### src/rtl/muldiv_unit.sv
// Iterative 32x32 multiply / divide unit: one shift-add or restoring
// shift-subtract step per cycle, with sign handling around an unsigned core.
module muldiv_unit (
    input  logic        clk,
    input  logic        reset,
    input  logic        start,
    input  logic [1:0]  op,
    input  logic [31:0] A,
    input  logic [31:0] B,
    output logic        busy,
    output logic        done,
    output logic [31:0] hi,
    output logic [31:0] lo,
    output logic        div_by_zero
);

    typedef enum logic [1:0] {
        IDLE = 2'd0,
        CALC = 2'd1,
        DONE = 2'd2
    } state_t;

    state_t      state;
    state_t      state_next;
    logic [5:0]  count;
    logic        accept;
    logic        last_iter;

    // Operation context captured at acceptance.
    logic        is_div;
    logic        zero_div;
    logic        neg_res;
    logic        neg_rem;
    logic [31:0] opnd;
    logic [63:0] work;
    logic [63:0] work_next;

    // Operand decode, only meaningful in the acceptance cycle.
    logic        in_signed;
    logic        in_div;
    logic        a_neg;
    logic        b_neg;
    logic [31:0] a_abs;
    logic [31:0] b_abs;

    // Iteration and sign-correction datapath.
    logic [32:0] add_sum;
    logic [32:0] rem_shift;
    logic [32:0] sub_diff;
    logic [63:0] prod_fix;
    logic [31:0] quo_fix;
    logic [31:0] rem_fix;
    logic [31:0] dividend_fix;

    assign accept    = (state == IDLE) && start;
    assign last_iter = (count == 6'd31);

    always_comb begin
        in_signed = ~op[0];
        in_div    = op[1];
        a_neg     = in_signed & A[31];
        b_neg     = in_signed & B[31];
        a_abs     = a_neg ? 32'd0 - A : A;
        b_abs     = b_neg ? 32'd0 - B : B;
    end

    // State register
    always_ff @(posedge clk) begin
        if (reset) state <= IDLE;
        else       state <= state_next;
    end

    // Next-state logic
    always_comb begin
        // NOTE: every combinational output gets a default first so no path leaves it unassigned (no latch).
        state_next = state;
        case (state)
            IDLE:    if (start) state_next = CALC;
            CALC:    if (zero_div || last_iter) state_next = DONE;
            DONE:    state_next = IDLE;
            default: state_next = IDLE;
        endcase
    end

    // Output logic
    always_comb begin
        busy = (state != IDLE);
        done = (state == DONE);
    end

    // work holds {acc, multiplier} for multiply and {remainder, dividend/quotient} for divide.
    always_comb begin
        add_sum   = {1'b0, work[63:32]} + (work[0] ? {1'b0, opnd} : 33'd0);
        rem_shift = work[63:31];
        sub_diff  = rem_shift - {1'b0, opnd};
        if (!is_div)
            work_next = {add_sum, work[31:1]};
        else if (!sub_diff[32])
            work_next = {sub_diff[31:0], work[30:0], 1'b1};
        else
            work_next = {work[62:0], 1'b0};
    end

    always_comb begin
        prod_fix     = neg_res ? 64'd0 - work_next : work_next;
        quo_fix      = neg_res ? 32'd0 - work_next[31:0] : work_next[31:0];
        rem_fix      = neg_rem ? 32'd0 - work_next[63:32] : work_next[63:32];
        dividend_fix = neg_rem ? 32'd0 - work[31:0] : work[31:0];
    end

    // NOTE: pure datapath registers carry no reset; they are always loaded at acceptance before use.
    always_ff @(posedge clk) begin
        if (accept) begin
            is_div   <= in_div;
            zero_div <= in_div && (B == 32'd0);
            neg_res  <= a_neg ^ b_neg;
            neg_rem  <= a_neg;
            opnd     <= in_div ? b_abs : a_abs;
            work     <= {32'd0, in_div ? a_abs : b_abs};
        end else if (state == CALC) begin
            work     <= work_next;
        end
    end

    // NOTE: sequential state uses non-blocking assignments so every register samples pre-edge values.
    always_ff @(posedge clk) begin
        if (reset) begin
            count       <= 6'd0;
            hi          <= 32'd0;
            lo          <= 32'd0;
            div_by_zero <= 1'b0;
        end else begin
            if (accept)
                count <= 6'd0;
            else if (state == CALC)
                count <= count + 6'd1;

            if (state == CALC) begin
                if (zero_div) begin
                    // Divide by zero returns the dividend untouched as the remainder.
                    hi          <= dividend_fix;
                    lo          <= 32'hFFFF_FFFF;
                    div_by_zero <= 1'b1;
                end else if (last_iter) begin
                    div_by_zero <= 1'b0;
                    if (is_div) begin
                        hi <= rem_fix;
                        lo <= quo_fix;
                    end else begin
                        {hi, lo} <= prod_fix;
                    end
                end
            end
        end
    end

endmodule

### config.mk
export PLATFORM = sky130hd
export DESIGN_NAME = muldiv_unit
export DESIGN_NICKNAME = d
export VERILOG_FILES = /design/src/rtl/muldiv_unit.sv
export SDC_FILE = /design/constraint.sdc
export NUM_CORES = 1
export LEC_CHECK = 0
export ABC_AREA = 1
export BUFFER_PORTS_ARGS = -buffer_cell sky130_fd_sc_hd__buf_2
export CORE_MARGIN = 10
export CORE_UTILIZATION = 40
export CTS_BUF_LIST = sky130_fd_sc_hd__clkbuf_16
export DETAILED_ROUTE_END_ITERATION = 10
export PLACE_DENSITY = 0.64
export SLEW_MARGIN = 15
export SYNTH_ARGS = -nofsm -noshare
export SYNTH_HDL_FRONTEND = slang
export SYNTH_SLANG_ARGS = --single-unit
### constraint.sdc
create_clock -name clk -period 4.4 [get_ports clk]
set_input_delay 0.66 -clock clk [delete_from_list [all_inputs] [get_ports clk]]
set_output_delay 0.66 -clock clk [all_outputs]
set_load 0.01 [all_outputs]
==> flow_metrics.py <==
metrics = {
    "die": {
        "initial_core_util_pct": 40.5,
        "die_width_um": 232,
        "placementRows": 77,
        "coreArea_sq_um": 44200,
        "dieArea_sq_um": 53700,
        "die_h_um": 232,
        "io_pins": 136,
    },
    "timing": {
        "tns_ns": 0,
        "hold-worst-slack_ns": 0.442,
        "setup_ws_ns": 0.186,
        "rsz0062_at_grt": "yes",
        "setup_viol": 0,
        "maxSlewHeadroom_pct": 24.9,
        "tightest_slew_ns": 1.12,
        "final_max_slew_viol_count": 0,
        "post-route-period-util_pct": 95.8,
        "fin_worst_skew_ns": 0.0170,
        "fmax_mhz": 237,
        "finalHoldViolCount": 0,
        "final.min_clock_period_ns": 4.21,
    },
    "synthesis": {
        "avgSynthCellArea_sq_um": 5.90,
        "ys_warn_count": 0,
        "syn_nets": 3180,
        "ys_ff_latch": 173,
        "synth_ff_type": "dfxtp_1",
        "syn_area_sq_um": 17900,
        "synth_enable_flop_cells": 68,
        "seq_area_frac_synth_pct": 23.1,
        "yosysUniqueCellTypes": 53,
        "synthCells": 3039,
        "async_flop_share_pct": 0,
    },
    "worst_setup_path": {
        "cp_common_cell": "nand2_1",
        "critPathLaunchType": "register",
        "crit_required_ns": 4.77,
        "critical_path.max_stage_delay_ns": 0.47,
        "critPathMaxFanout": 6,
        "crit_type": "register to register",
        "crit_arrival_ns": 4.59,
        "endpoint_kind": "register",
        "slowest_stage": "dfxtp_1",
    },
    "layout": {
        "final_util_pct": 45.6,
        "multi_input_area_sq_um": 11700,
        "layout-drive-gt1-share_pct": 11.9,
        "seqCellArea_sq_um": 4140,
        "nets": 3307,
        "nFillCells": 4769,
        "area_delta_synth_final_pct": 12.6,
        "antenna_cells": 0,
    },
    "drt": {
        "ant_nets": 0,
        "routed_wl_um": 81300,
        "wl_per_cell_um": 21.6,
        "drc": 0,
        "drt_pass1_iterations": 7,
        "routed_via_density": 5.55,
        "vias": 20941,
        "drtIter0Drc": 2430,
    },
    "pwr": {
        "intPower_uw": 4130,
        "p_per_area_nw_per_um2": 425,
        "max-vdd-ir-drop_mv": 0.309,
        "p_sw_uw": 4440,
        "clkPwrFrac_pct": 18.6,
        "totalPowerFinal_uw": 8570,
        "pwr-share-seq_pct": 24.8,
        "sw_frac_of_total_pct": 51.9,
        "power_frac_comb_pct": 56.6,
        "leakagePower_uw": 0.0103,
    },
    "clocking": {
        "h-tree-depth": 4,
        "cts_root_buf": "clkbuf_16",
        "clock_latency_ns": 0.50,
        "cts_buffers": 17,
        "cts_tree": "yes",
        "ctsLongestPathBuffers": 2,
        "cts_sinks": 173,
        "path_clk_slew_ns": 0.08,
    },
    "global_route": {
        "antenna_found_initial": 0,
        "grt_pass1_wl_um": 121000,
        "grt_usage_pct": 29.7,
        "grt.overflow.total": 0,
        "grt_start_max_net_pins": 77,
        "first_global_vias": 19329,
    },
    "place": {
        "io_buffers": 135,
        "dp_slack_ns": 0.0758,
        "gp_congestion": 1.04,
        "hpwl_um": 66600,
    },
    "run_status": {
        "status": "finished clean",
    },
    "hold_path": {
        "hp-class": "input port to register",
    },
    "job": {
        "cap_violations": 0,
    },
}
==> cell families after synthesis <==
family	count (synthesis)	synth area share (%)
AOI/OAI and AO/OA	544	16.8
xor gates and xnor gates	88	4.30
adders and majority gates	72	5.11
buffers and inverters	579	12.5
DFF	173	23.1
and+or+nand+nor	1583	38.2
==> per-layer routing <==
metal  vias up  GRT usage, %  share of wire [%]
li1      10077             -                  -
met1      9654          36.9                 41
met2      1028          47.7                 45
met3       182          5.11                7.9
met4         0          17.6                6.3
met5         -             0                  0
==> power by group through the flow <==
| stage | registers [uW] | clock network, uW | logic [uW] |
|---|---|---|---|
| global route | 2130 | 1660 | 5280 |
| floorplan | 2060 | 0 | 3070 |
| global placement | 2140 | 0 | 4670 |
| finish | 2120 | 1590 | 4850 |
| CTS | 2110 | 1610 | 4690 |
| detailed placement | 2150 | 0 | 4660 |
==> state kept, by name, indices dropped and copies added (netlist names), 2 cells and up <==
signal / flops
lo: 32
opnd: 32
count: 6
work: 64
hi: 32
state: 2
==> Yosys cell counts (all sizes together), types with 2 or more instances <==
| master | count | area share, % |
|---|---|---|
| a21boi | 2 | 0.084 |
| inv | 474 | 9.9 |
| ha | 70 | 4.9 |
| nand3 | 233 | 6.8 |
| a31oi | 26 | 0.91 |
| xnor2 | 37 | 1.8 |
| buf | 34 | 1.1 |
| edfxtp | 68 | 11 |
| clkinv | 6 | 0.13 |
| nor3 | 48 | 1.4 |
| fa | 2 | 0.22 |
| xor2 | 51 | 2.5 |
| nor2 | 313 | 7.1 |
| nor4 | 17 | 0.70 |
| o21ai | 279 | 7.8 |
| or2 | 8 | 0.28 |
| o21bai | 8 | 0.36 |
| o221ai | 13 | 0.64 |
| a21oi | 150 | 4.5 |
| nand4 | 31 | 1.1 |
| nand3b | 16 | 0.67 |
| o22ai | 38 | 1.3 |
| nand2 | 911 | 20 |
| and2 | 2 | 0.070 |
| clkbuf | 65 | 1.4 |
| o31ai | 4 | 0.17 |
| nor3b | 2 | 0.084 |
| o211ai | 19 | 0.80 |
| o21a | 3 | 0.13 |
| dfxtp | 105 | 12 |
==> repair_timing <==
| action | CTS | global route |
|---|---|---|
| setup endpoints to repair | 0 | 17 |
| resized for setup | 0 | 31 |
| buffers inserted | 0 | 9 |
| hold buffers | 0 | 0 |
| endpoints found under the hold margin | 0 | 0 |
==> layout by cell type (no fill, tap or decap), types with 38 or more instances in the layout <==
| master | n |
|---|---|
| buf_4 | 71 |
| nor2_1 | 282 |
| o21ai_0 | 263 |
| nand2_1 | 861 |
| edfxtp_1 | 68 |
| a21oi_1 | 141 |
| buf_2 | 135 |
| dfxtp_1 | 105 |
| xor2_1 | 51 |
| ha_1 | 61 |
| nand3_1 | 222 |
| nand2_2 | 38 |
| o22ai_1 | 38 |
| inv_1 | 461 |
| nor3_1 | 45 |
==> layout make-up <==
| type | count | share of cell area, % |
|---|---|---|
| multi-input combinational | 2287 | 57.9 |
| sequential | 173 | 20.5 |
| inverter | 480 | 8.93 |
| timing repair buffer | 207 | 6.09 |
| tap | 592 | 3.67 |
| clock buffer | 17 | 2.11 |
| clock inverter | 15 | 0.744 |
==> per-stage QoR <==
| stage | std cells | area, sq um |
|---|---|---|
| floorplan | 3039 | 17900 |
| global placement | 3730 | 19400 |
| detailed placement | 3730 | 19400 |
| CTS | 3762 | 20000 |
| global route | 3771 | 20200 |
| finish | 3771 | 20200 |
==> worst max-delay path: cells and delay by family, from the launching register on <==
| family | cells | cell delay (ns) |
|---|---|---|
| flops | 1 | 0.47 |
| compound gates | 3 | 0.58 |
| simple gates | 23 | 2.41 |
| buf+inv | 2 | 0.10 |
| fa+ha+maj | 2 | 0.51 |
==> path summary, 6_finish.rpt <==
check | startpoint | to | slack, ns | cells after the start
max | work[52] | hi[22] | 0.19 | 30
min | reset | hi[0] | 0.44 | 2
max reg2reg | work[52] | hi[22] | 0.19 | 30
min reg2reg | hi[0] | hi[0] | 0.47 | 2
Note: power is estimated with default switching activity, not from simulation.
